==> src/rtl/wave_counter_if.sv <==
// Control and status bundle for wave_counter: the master drives the prescaler/phase
// controls, the slave returns the registered phase, the wrap pulse and the direction.
interface wave_counter_if #(
  parameter int WIDTH = 8
);
  logic             en;
  logic             clr;
  logic [7:0]       div;
  logic [WIDTH-1:0] step;
  logic             mode;
  logic [WIDTH-1:0] counter;
  logic             wrap;
  logic             dir;

  modport master (
    output en, clr, div, step, mode,
    input  counter, wrap, dir
  );

  modport slave (
    input  en, clr, div, step, mode,
    output counter, wrap, dir
  );
endinterface

==> src/rtl/wave_counter.sv <==
// Prescaled phase accumulator for waveform shaping: sawtooth by default, and triangle
// (saturating up/down) mode when built with WAVE_COUNTER_UPDOWN_EN.
module wave_counter #(
  parameter int WIDTH = 8
) (
  input  logic            clk,
  input  logic            rst,
  wave_counter_if.slave   bus
);

  localparam logic [WIDTH-1:0] CNT_MAX = '1;

  logic [7:0]       pre_q, pre_d;
  logic [WIDTH-1:0] cnt_q, cnt_d;
  logic             wrap_q, wrap_d;
  logic             dir_q, dir_d;
  logic             tick;
  logic [WIDTH:0]   sum_up;

  // >= rather than == so that lowering div below the running count ticks at once
  assign tick   = bus.en && (pre_q >= bus.div);
  assign sum_up = {1'b0, cnt_q} + {1'b0, bus.step};

`ifndef WAVE_COUNTER_UPDOWN_EN
  logic unused_mode;
  assign unused_mode = bus.mode;
`endif

  always_comb begin
    pre_d  = pre_q;
    cnt_d  = cnt_q;
    wrap_d = 1'b0;
    dir_d  = dir_q;
    if (bus.clr) begin
      pre_d = '0;
      cnt_d = '0;
      dir_d = 1'b0;
    end else if (!bus.en) begin
      pre_d = '0;
    end else if (!tick) begin
      pre_d = pre_q + 8'd1;
    end else begin
      pre_d = '0;
`ifdef WAVE_COUNTER_UPDOWN_EN
      if (bus.mode) begin
        if (!dir_q) begin
          if (sum_up >= {1'b0, CNT_MAX}) begin
            cnt_d = CNT_MAX;
            dir_d = 1'b1;
          end else begin
            cnt_d = sum_up[WIDTH-1:0];
          end
        end else if (bus.step >= cnt_q) begin
          cnt_d  = '0;
          dir_d  = 1'b0;
          wrap_d = 1'b1;
        end else begin
          cnt_d = cnt_q - bus.step;
        end
      end else begin
        cnt_d  = sum_up[WIDTH-1:0];
        wrap_d = sum_up[WIDTH];
        dir_d  = 1'b0;
      end
`else
      cnt_d  = sum_up[WIDTH-1:0];
      wrap_d = sum_up[WIDTH];
      dir_d  = 1'b0;
`endif
    end
  end

  always_ff @(posedge clk or negedge rst) begin
    if (!rst) begin
      pre_q  <= '0;
      cnt_q  <= '0;
      wrap_q <= 1'b0;
      dir_q  <= 1'b0;
    end else begin
      pre_q  <= pre_d;
      cnt_q  <= cnt_d;
      wrap_q <= wrap_d;
      dir_q  <= dir_d;
    end
  end

  assign bus.counter = cnt_q;
  assign bus.wrap    = wrap_q;
  assign bus.dir     = dir_q;

endmodule

==> src/flat_wrapper.sv <==
// flat-port wrapper written by rule: the top's interface ports become plain ports
module wave_counter_flat 
#(
  parameter int WIDTH = 8
)
  (clk, rst, bus_en, bus_clr, bus_div, bus_step, bus_mode, bus_counter, bus_wrap, bus_dir);
  wave_counter_if #(.WIDTH(WIDTH)) bus_i ();
  input  logic clk;
  input  logic rst;
  input wire logic [$bits(bus_i.en)-1:0] bus_en;
  input wire logic [$bits(bus_i.clr)-1:0] bus_clr;
  input wire logic [$bits(bus_i.div)-1:0] bus_div;
  input wire logic [$bits(bus_i.step)-1:0] bus_step;
  input wire logic [$bits(bus_i.mode)-1:0] bus_mode;
  output wire logic [$bits(bus_i.counter)-1:0] bus_counter;
  output wire logic [$bits(bus_i.wrap)-1:0] bus_wrap;
  output wire logic [$bits(bus_i.dir)-1:0] bus_dir;
  assign bus_i.en = bus_en;
  assign bus_i.clr = bus_clr;
  assign bus_i.div = bus_div;
  assign bus_i.step = bus_step;
  assign bus_i.mode = bus_mode;
  assign bus_counter = bus_i.counter;
  assign bus_wrap = bus_i.wrap;
  assign bus_dir = bus_i.dir;
  wave_counter #(.WIDTH(WIDTH)) u_core (.clk(clk), .rst(rst), .bus(bus_i));
endmodule
==> config.mk <==
export PLATFORM = sky130hd
export DESIGN_NAME = wave_counter_flat
export DESIGN_NICKNAME = d
export VERILOG_FILES = /design/src/rtl/wave_counter_if.sv /design/src/rtl/wave_counter.sv /design/src/flat_wrapper.sv
export SDC_FILE = /design/constraint.sdc
export NUM_CORES = 1
export LEC_CHECK = 0
export ABC_AREA = 1
export BUFFER_PORTS_ARGS = -buffer_cell sky130_fd_sc_hd__buf_2
export CORE_ASPECT_RATIO = 0.8
export CORE_MARGIN = 2
export CORE_UTILIZATION = 45
export DETAILED_ROUTE_END_ITERATION = 10
export GPL_ROUTABILITY_DRIVEN = 0
export PLACE_DENSITY = 0.68
export SYNTH_ARGS = -nofsm -noshare
export SYNTH_HDL_FRONTEND = slang
export SYNTH_SLANG_ARGS = --single-unit
==> constraint.sdc <==
create_clock -name clk -period 2.05 [get_ports clk]
set_input_delay 0.41 -clock clk [delete_from_list [all_inputs] [get_ports clk]]
set_output_delay 0.41 -clock clk [all_outputs]
set_load 0.02 [all_outputs]
After elaboration in Yosys (flattened, before gate mapping)
Index checks and enable logic that the tools add are counted.

Reduce and logical (&&, ||, !) cells: 4. Multiplexer cells: 12. Add/subtract/negate cells: 2. Magnitude comparators: 1.

Operators by type and width (count): 8-bit two-way mux (6); 8-bit by 8-bit adder with 9-bit output (1); 8-bit by 1-bit adder with 8-bit output (second input constant) (1); 8-bit greater-or-equal comparator (1); 1-bit two-way mux (6); 2-bit nonzero test (2); 2-bit AND reduction (1); 1-bit logical AND (1).

Output and inout bits: 10. Logic and storage cells: 23. Register bits after elaboration: 18. Input bits: 21.

Logic depth before layout (Yosys ltp)
Gate-level depths: netlist of the first run.

Depth in word-level cells: 5. Gate-level depth with buffers: 13. Mapped depth without buffers: 13.

Worst setup path after synthesis of the first run
OpenSTA, ideal clock, no wires.

Kind: flip-flop to flip-flop. From: register u_core.cnt_q[0] (netlist: u_core.bus.counter[0]). To: register u_core.cnt_q[4] (netlist: u_core.bus.counter[4]). Data required time: 1.932 ns. Data arrival time: 1.715 ns. Library setup time: 0.118 ns. Slack: 0.216 ns. Stages on the path, launching flop included: 11. Period minus slack after synthesis: 1.834 ns. Cell sequence: dfrtp_1 -> ha_1 -> inv_1 -> fa_1 -> or2_2 -> nand2_1 -> nand2_1 -> nand2_1 -> inv_1 -> nand4_1 -> nand2_1.

Cells in the longest elaborated chain, start to end: 4.

Ends and longest elaborated chain: start, declared (line wave_counter.sv:14) `logic [WIDTH-1:0] cnt_q, cnt_d;`; start signal, assigned (line wave_counter.sv:81) `cnt_q <= cnt_d;`; 8-bit by 8-bit adder with 9-bit output (line wave_counter.sv:22) `assign sum_up = {1'b0, cnt_q} + {1'b0, bus.step};`; 8-bit two-way mux (line wave_counter.sv:40) `end else if (!tick) begin`; 8-bit two-way mux (line wave_counter.sv:38) `end else if (!bus.en) begin`; 8-bit two-way mux (line wave_counter.sv:34) `if (bus.clr) begin`.

No other way between the ends. The select of a mux whose other input is x is not followed. A chain may end at the register's enable or synchronous reset.

Worst setup path after layout of the first run
Same ends and word-level chain as after synthesis.

==> results.txt, run 1 <==
Run status: completed
Setup ws final: 0.280 ns
Synth top area cells: dfrtp_1, ha_1, nand2_1, inv_1, nor2_2
Initial antenna violation count: 0
Num CTS Buffers: 3
Cts repair resizes: 0
Postcts setup bufs: 0
Nets@finish: 253
Unrepaired setup endpoints after global routing: false
Via count: 1199
Pwr/cell area: 486 nW/um2
Synth Area in XOR/XNOR: 0.0436
TritonCTS clock tree: yes
Most frequent cell after synthesis: nand2_1
Top-area cell type share of the netlist area: 0.302
Clk buf depth: 2
Largest net degree at the start of global routing: 20
1st-pass router iterations: 4
Mapped Avg Cell Area: 7.68 um2
Total power draw: 791 uW
CP Class: register to register
Mapped Area: 1410 um2
Worst setup SP type: register
Synth top cells by count: nand2_1, inv_1, dfrtp_1, ha_1, nor2_1
Final Setup Violations: 0
EDFF count, synth: 0
Root Buffer: clkbuf_8
Synth Instances: 183
Period utilization: 0.863
R2R cell count: 10
Worst-path maximum fanout: 3
Layout cells sized above 1: 0.235
Post-route DRC: 0
Total GRT Usage: 0.154
Grt ovf: 0
Final Cell Area: 1630 um2
Post-place instance area: 1580 um2
I/O Buffers: 28
Post-synthesis simple-gate area fraction: 0.354
Adder-cell share of the synthesized area: 0.165
I/O Pins: 31
Hold Crit Class: primary input to async pin
Top_reg_cell synth: dfrtp_1
Die Height: 54 um
Die Footprint: 3590 um2
FF-to-FF Start: u_core.bus.counter[0]
Antenna Nets Post-Route: 0
Sink Count: 17
Diode count: 0
Clock skew: 0.00238 ns
Worst-skew pair later-pin latency: 0.25 ns
VDD IR-drop max: 0.336 mV
Sequential fraction of the synthesis area: 0.302
Synth cell types: 28
Final hold slack: 0.0686 ns
Crit end category: register
Crit path time final: 1.77 ns
Placement Rows: 18
CP endpoint: u_core.bus.counter[4]
Iter 0 DRT Violations: 54
H-tree levels: 1
Maxcap violations: 0
Leak: 0.931 nW
Mux contribution to synthesized area: 0
Global-route wire length before repair: 4170 um
Number of global-route vias before repair: 959
Area grow syn2layout: 15.7%
Worst r2r dst: u_core.bus.counter[4]
CP Data Arrival Time: 1.92 ns
Placed wire-length estimate: 2080 um
Final Max Slew Viols: 0
Worst path required time: 2.20 ns
Core ar.: 3040 um2
Maximum clock frequency: 565 MHz
Clock Pin Slew Worst Setup and Hold Paths: 0.07 ns
Largest family of logic cells by synthesized area: simple AND/OR/NAND/NOR gates
Ys Warns: 0
Syn nets: 222
Wirelength per Cell: 9.93 um
Initial Util: 0.463
DIE WIDTH: 66.5 um
Origin of the worst setup path: u_core.bus.counter[0]
Synthesis-stage register bit count: 17
Post-synthesis compound-gate area fraction: 0.0383
Vias/cell: 4.74
Final wirelength: 2510 um
Setup WS pre-CTS: 0.165 ns
Async S/R FF share, synth: 1.00
Hold Violations, Final: 0
Setup_tns: 0 ns
Yosys top cell by area: dfrtp_1
Hold-fix buffers, CTS: 0
Worst R2R Setup Slack: 0.28 ns
[cells in the final DEF (no fill, tap or decap)]
master    Yosys  layout
a21o_1        1       1
a21oi_1       6       6
a31o_2        1       1
buf_2         0      28
buf_4         1       1
clkbuf_1      1       1
clkbuf_8      0       3
clkinv_1      1       1
conb_1        1       1
dfrtp_1      17      17
fa_1          1       1
ha_1         17      17
inv_1        27      27
inv_2         1       1
nand2_1      47      47
nand2_2       1       1
nand2_8       1       1
nand3_1      11      11
nand3_4       2       2
nand3b_1      3       3
nand4_1       7       7
nor2_1       13      13
nor2_2        9       9
nor2_4        1       1
nor3_1        2       2
o31ai_1       1       1
or2_2         2       2
xnor2_1       4       4
xor2_1        3       3
[flip-flops by register name, summed over array words and instances, names as in the netlist]
register and flops:
u_core.pre_q 8, u_core.bus.counter 8, u_core.bus.wrap 1
[layer usage]
metal	share of wire	GRT usage	routed length (um)
met1	0.53	0.224	1330
met2	0.42	0.228	1050
met3	0.048	0.0439	120
met4	0.0064	0.0306	16
met5	0	0	0
[stage by stage]
stage          std cells   util
2_1_floorplan        183      -
3_3_place_gp         249  0.520
3_5_place_dp         249  0.520
4_1_cts              253  0.535
5_1_grt              253  0.535
6_report             253  0.535
[logic make-up after synthesis]
kind of cell               count (synthesis)
xor gates and xnor gates                   7
other                                      1
AOI/OAI and AO/OA                          9
DFF                                       17
buffers and inverters                     32
adders and majority gates                 18
and+or+nand+nor                           99
[layout make-up]
class | count | area, um2
repair buffers | 29 | 148
multi-input cells | 134 | 850
clock buffers | 4 | 45.0
well taps | 40 | 50.0
fillers | 285 | 1410
flip-flops and latches | 17 | 425
inverters | 29 | 109
[where the power goes]
part	internal [mW]	leakage [nW]	switching, mW
sequential	0.347	0.233	0.00965
clock	0.138	0.0228	0.114
combinational	0.0689	0.675	0.114
[worst min-delay path by stage]
stage | from | end | cells after the start
5_1_grt | rst | u_core.bus.counter[0] | 1
3_3_place_gp | rst | u_core.bus.counter[0] | 1
4_1_cts | rst | u_core.bus.counter[0] | 1
3_5_place_dp | rst | u_core.bus.counter[0] | 1
2_1_floorplan | rst | u_core.bus.counter[0] | 0
6_report | rst | u_core.bus.counter[0] | 1
[worst max-delay path, stage by stage (launching register included)]
cell and delay (ns):
dfrtp_1 0.37, ha_1 0.17, inv_1 0.05, fa_1 0.41, or2_2 0.32, nand2_1 0.08
nand2_1 0.05, nand2_1 0.05, inv_1 0.04, nand4_1 0.07, nand2_1 0.05
No activity file was read; power rests on OpenSTA's default activity.
==> run 2, diff against run 1 <==
--- a/config.mk
+++ b/config.mk
@@ -10,6 +10,7 @@
 export CORE_ASPECT_RATIO = 0.8
 export CORE_MARGIN = 2
 export CORE_UTILIZATION = 45
+export CTS_BUF_LIST = sky130_fd_sc_hd__clkbuf_8
 export DETAILED_ROUTE_END_ITERATION = 10
 export GPL_ROUTABILITY_DRIVEN = 0
 export PLACE_DENSITY = 0.68
==> run 2 against run 1 <==
Net effect: clock skew grew 0.0011 ns; critical endpoint unchanged; largest power group unchanged; count of clock-buffer cells in the layout shrank 1; highest routed layer unchanged; core utilization is the same; critical path depth is the same.
==> results.txt, run 2 (synthesis gave the netlist of run 1 again) <==
DIE WIDTH: 66.5 um (unchanged)
FILL cells: 285 (unchanged)
Run status: completed
Vias/cell: 4.75 (+0.17%)
Seq. cell area: 425 um2 (unchanged)
Wirelength per Cell: 9.94 um (+0.16%)
Worst r2r dst: u_core.bus.counter[4]
Maximum clock frequency: 565 MHz (about the same)
Iter 0 DRT Violations: 55 (+1.9%)
Worst-path maximum fanout: 3 (unchanged)
Worst R2R Setup Slack: 0.28 ns (about the same)
Part of the power in registers: 0.453 (+0.003)
Die Footprint: 3590 um2 (unchanged)
Root Buffer: clkbuf_8
Clk buf depth: 2 (unchanged)
Layout cells sized above 1: 0.235 (unchanged)
Unrepaired setup endpoints after global routing: false
VDD IR-drop max: 0.336 mV (about the same)
Initial antenna violation count: 0 (unchanged)
Cell mode on critical path: nand2_1
Maxcap violations: 0 (unchanged)
Final Max Slew Viols: 0 (unchanged)
Initial Util: 0.463 (unchanged)
Antenna Nets Post-Route: 0 (unchanged)
Hold Crit Class: primary input to async pin
Period utilization: 0.864 (about the same)
CP max stage cell: fa_1
Die Height: 54 um (unchanged)
Area of the multi-input gates: 850 um2 (unchanged)
Leak: 0.935 nW (+0.45%)
Post-route DRC: 0 (unchanged)
Setup_tns: 0 ns (unchanged)
CP Class: register to register
Placed wire-length estimate: 2080 um (unchanged)
Clock skew: 0.00350 ns (+0.00112 ns)
Worst path required time: 2.20 ns (about the same)
FF-to-FF Start: u_core.bus.counter[0]
Worst-skew pair later-pin latency: 0.25 ns (about the same)
Psw: 239 uW (+0.50%)
Clock network power share: 0.315 (-0.003)
Final Setup Violations: 0 (unchanged)
Crit end category: register
Sink Count: 17 (unchanged)
Via count: 1201 (+0.17%)
Hold Violations, Final: 0 (unchanged)
Area grow syn2layout: 15.7% (unchanged)
Max incr delay on CP: 0.41 ns (about the same)
Pwr/cell area: 484 nW/um2 (-0.48%)
Nets@finish: 253 (unchanged)
Internal power: 549 uW (-0.91%)
Final wirelength: 2520 um (+0.16%)
Num CTS Buffers: 3 (unchanged)
Commonest cells after routing, fill and taps aside: nand2_1, inv_1, buf_2
I/O Pins: 31 (unchanged)
Core ar.: 3040 um2 (unchanged)
Switching share of total power: 0.303 (+0.00297)
TritonCTS clock tree: yes
CP Data Arrival Time: 1.92 ns (about the same)
H-tree levels: 1 (unchanged)
Global-route wire length before repair: 4170 um (unchanged)
Postcts setup bufs: 0 (unchanged)
Number of global-route vias before repair: 959 (unchanged)
Hold-fix buffers, CTS: 0 (unchanged)
Post-place instance area: 1580 um2 (unchanged)
Crit path time final: 1.77 ns (+0.000333 ns)
Diode count: 0 (unchanged)
Logic gate share of total power: 0.232 (about the same)
Placement Rows: 18 (unchanged)
Cts repair resizes: 0 (unchanged)
Grt ovf: 0 (unchanged)
Worst setup SP type: register
Largest net degree at the start of global routing: 20 (unchanged)
1st-pass router iterations: 4 (unchanged)
Clock Pin Slew Worst Setup and Hold Paths: 0.07 ns (about the same)
R2R cell count: 10 (unchanged)
Leading cell type in the layout, fill and taps excluded: nand2_1
Final Cell Area: 1630 um2 (unchanged)
Crit-path cells: ha_1 -> inv_1 -> fa_1 -> or2_2 -> nand2_1 -> nand2_1 -> nand2_1 -> inv_1 -> nand4_1 -> nand2_1
I/O Buffers: 28 (unchanged)
Post-layout util: 0.535 (unchanged)
Total GRT Usage: 0.154 (unchanged)
run 2: cell count changes in the layout (fill, tap and decap cells not counted):
cell | previous run | this run
clkbuf_1 | 1 | 0
inv_1 | 27 | 28
run 2: power by group through the flow:
| stage | registers, mW | logic, mW | clock network (mW) |
|---|---|---|---|
| floorplan | 0.373 | 0.117 | 0 |
| global placement | 0.363 | 0.182 | 0 |
| detailed placement | 0.363 | 0.184 | 0 |
| CTS | 0.357 | 0.185 | 0.255 |
| global route | 0.358 | 0.210 | 0.271 |
| finish | 0.356 | 0.183 | 0.248 |
run 2: final cells by class:
type	instances	area share
clock inverter	1	0.00231
sequential	17	0.262
tap	40	0.0308
clock buffer	3	0.0254
inverter	29	0.0669
timing repair buffer	29	0.0908
multi-input combinational	134	0.522
run 2: worst max path at each step:
stage | to | startpoint
floorplan | u_core.bus.counter[4] | u_core.bus.counter[0]
global placement | u_core.bus.counter[4] | bus_step[0]
detailed placement | u_core.bus.counter[4] | bus_step[0]
CTS | u_core.bus.counter[4] | u_core.bus.counter[0]
global route | u_core.bus.counter[4] | u_core.bus.counter[0]
finish | u_core.bus.counter[4] | u_core.bus.counter[0]
run 2: critical path, delay by kind of cell, from the launching register on:
kind / cells / cell delay, ns
and+or+nand+nor: 6 / 0.62
adders and majority gates: 2 / 0.58
DFF: 1 / 0.37
buffers and inverters: 2 / 0.09
run 2: stage by stage:
| stage | power, mW | std cells | setup slack (ns) | hold WS (ns) |
|---|---|---|---|---|
| 2_1_floorplan | 0.490 | 183 | 0.216 | 0.114 |
| 3_3_place_gp | 0.545 | 249 | 0.168 | 0.357 |
| 3_5_place_dp | 0.547 | 249 | 0.165 | 0.362 |
| 4_1_cts | 0.797 | 253 | 0.265 | 0.0852 |
| 6_report | 0.787 | 253 | 0.280 | 0.0684 |
| 5_1_grt | 0.840 | 253 | 0.165 | 0.105 |
run 2: layer usage:
layer / up-vias / global-route usage / part of all wire
met4: 0 / 0.0306 / 0.0064
met1: 530 / 0.224 / 0.53
met5: - / 0 / 0
met3: 5 / 0.0439 / 0.042
met2: 20 / 0.228 / 0.42
li1: 646 / - / -
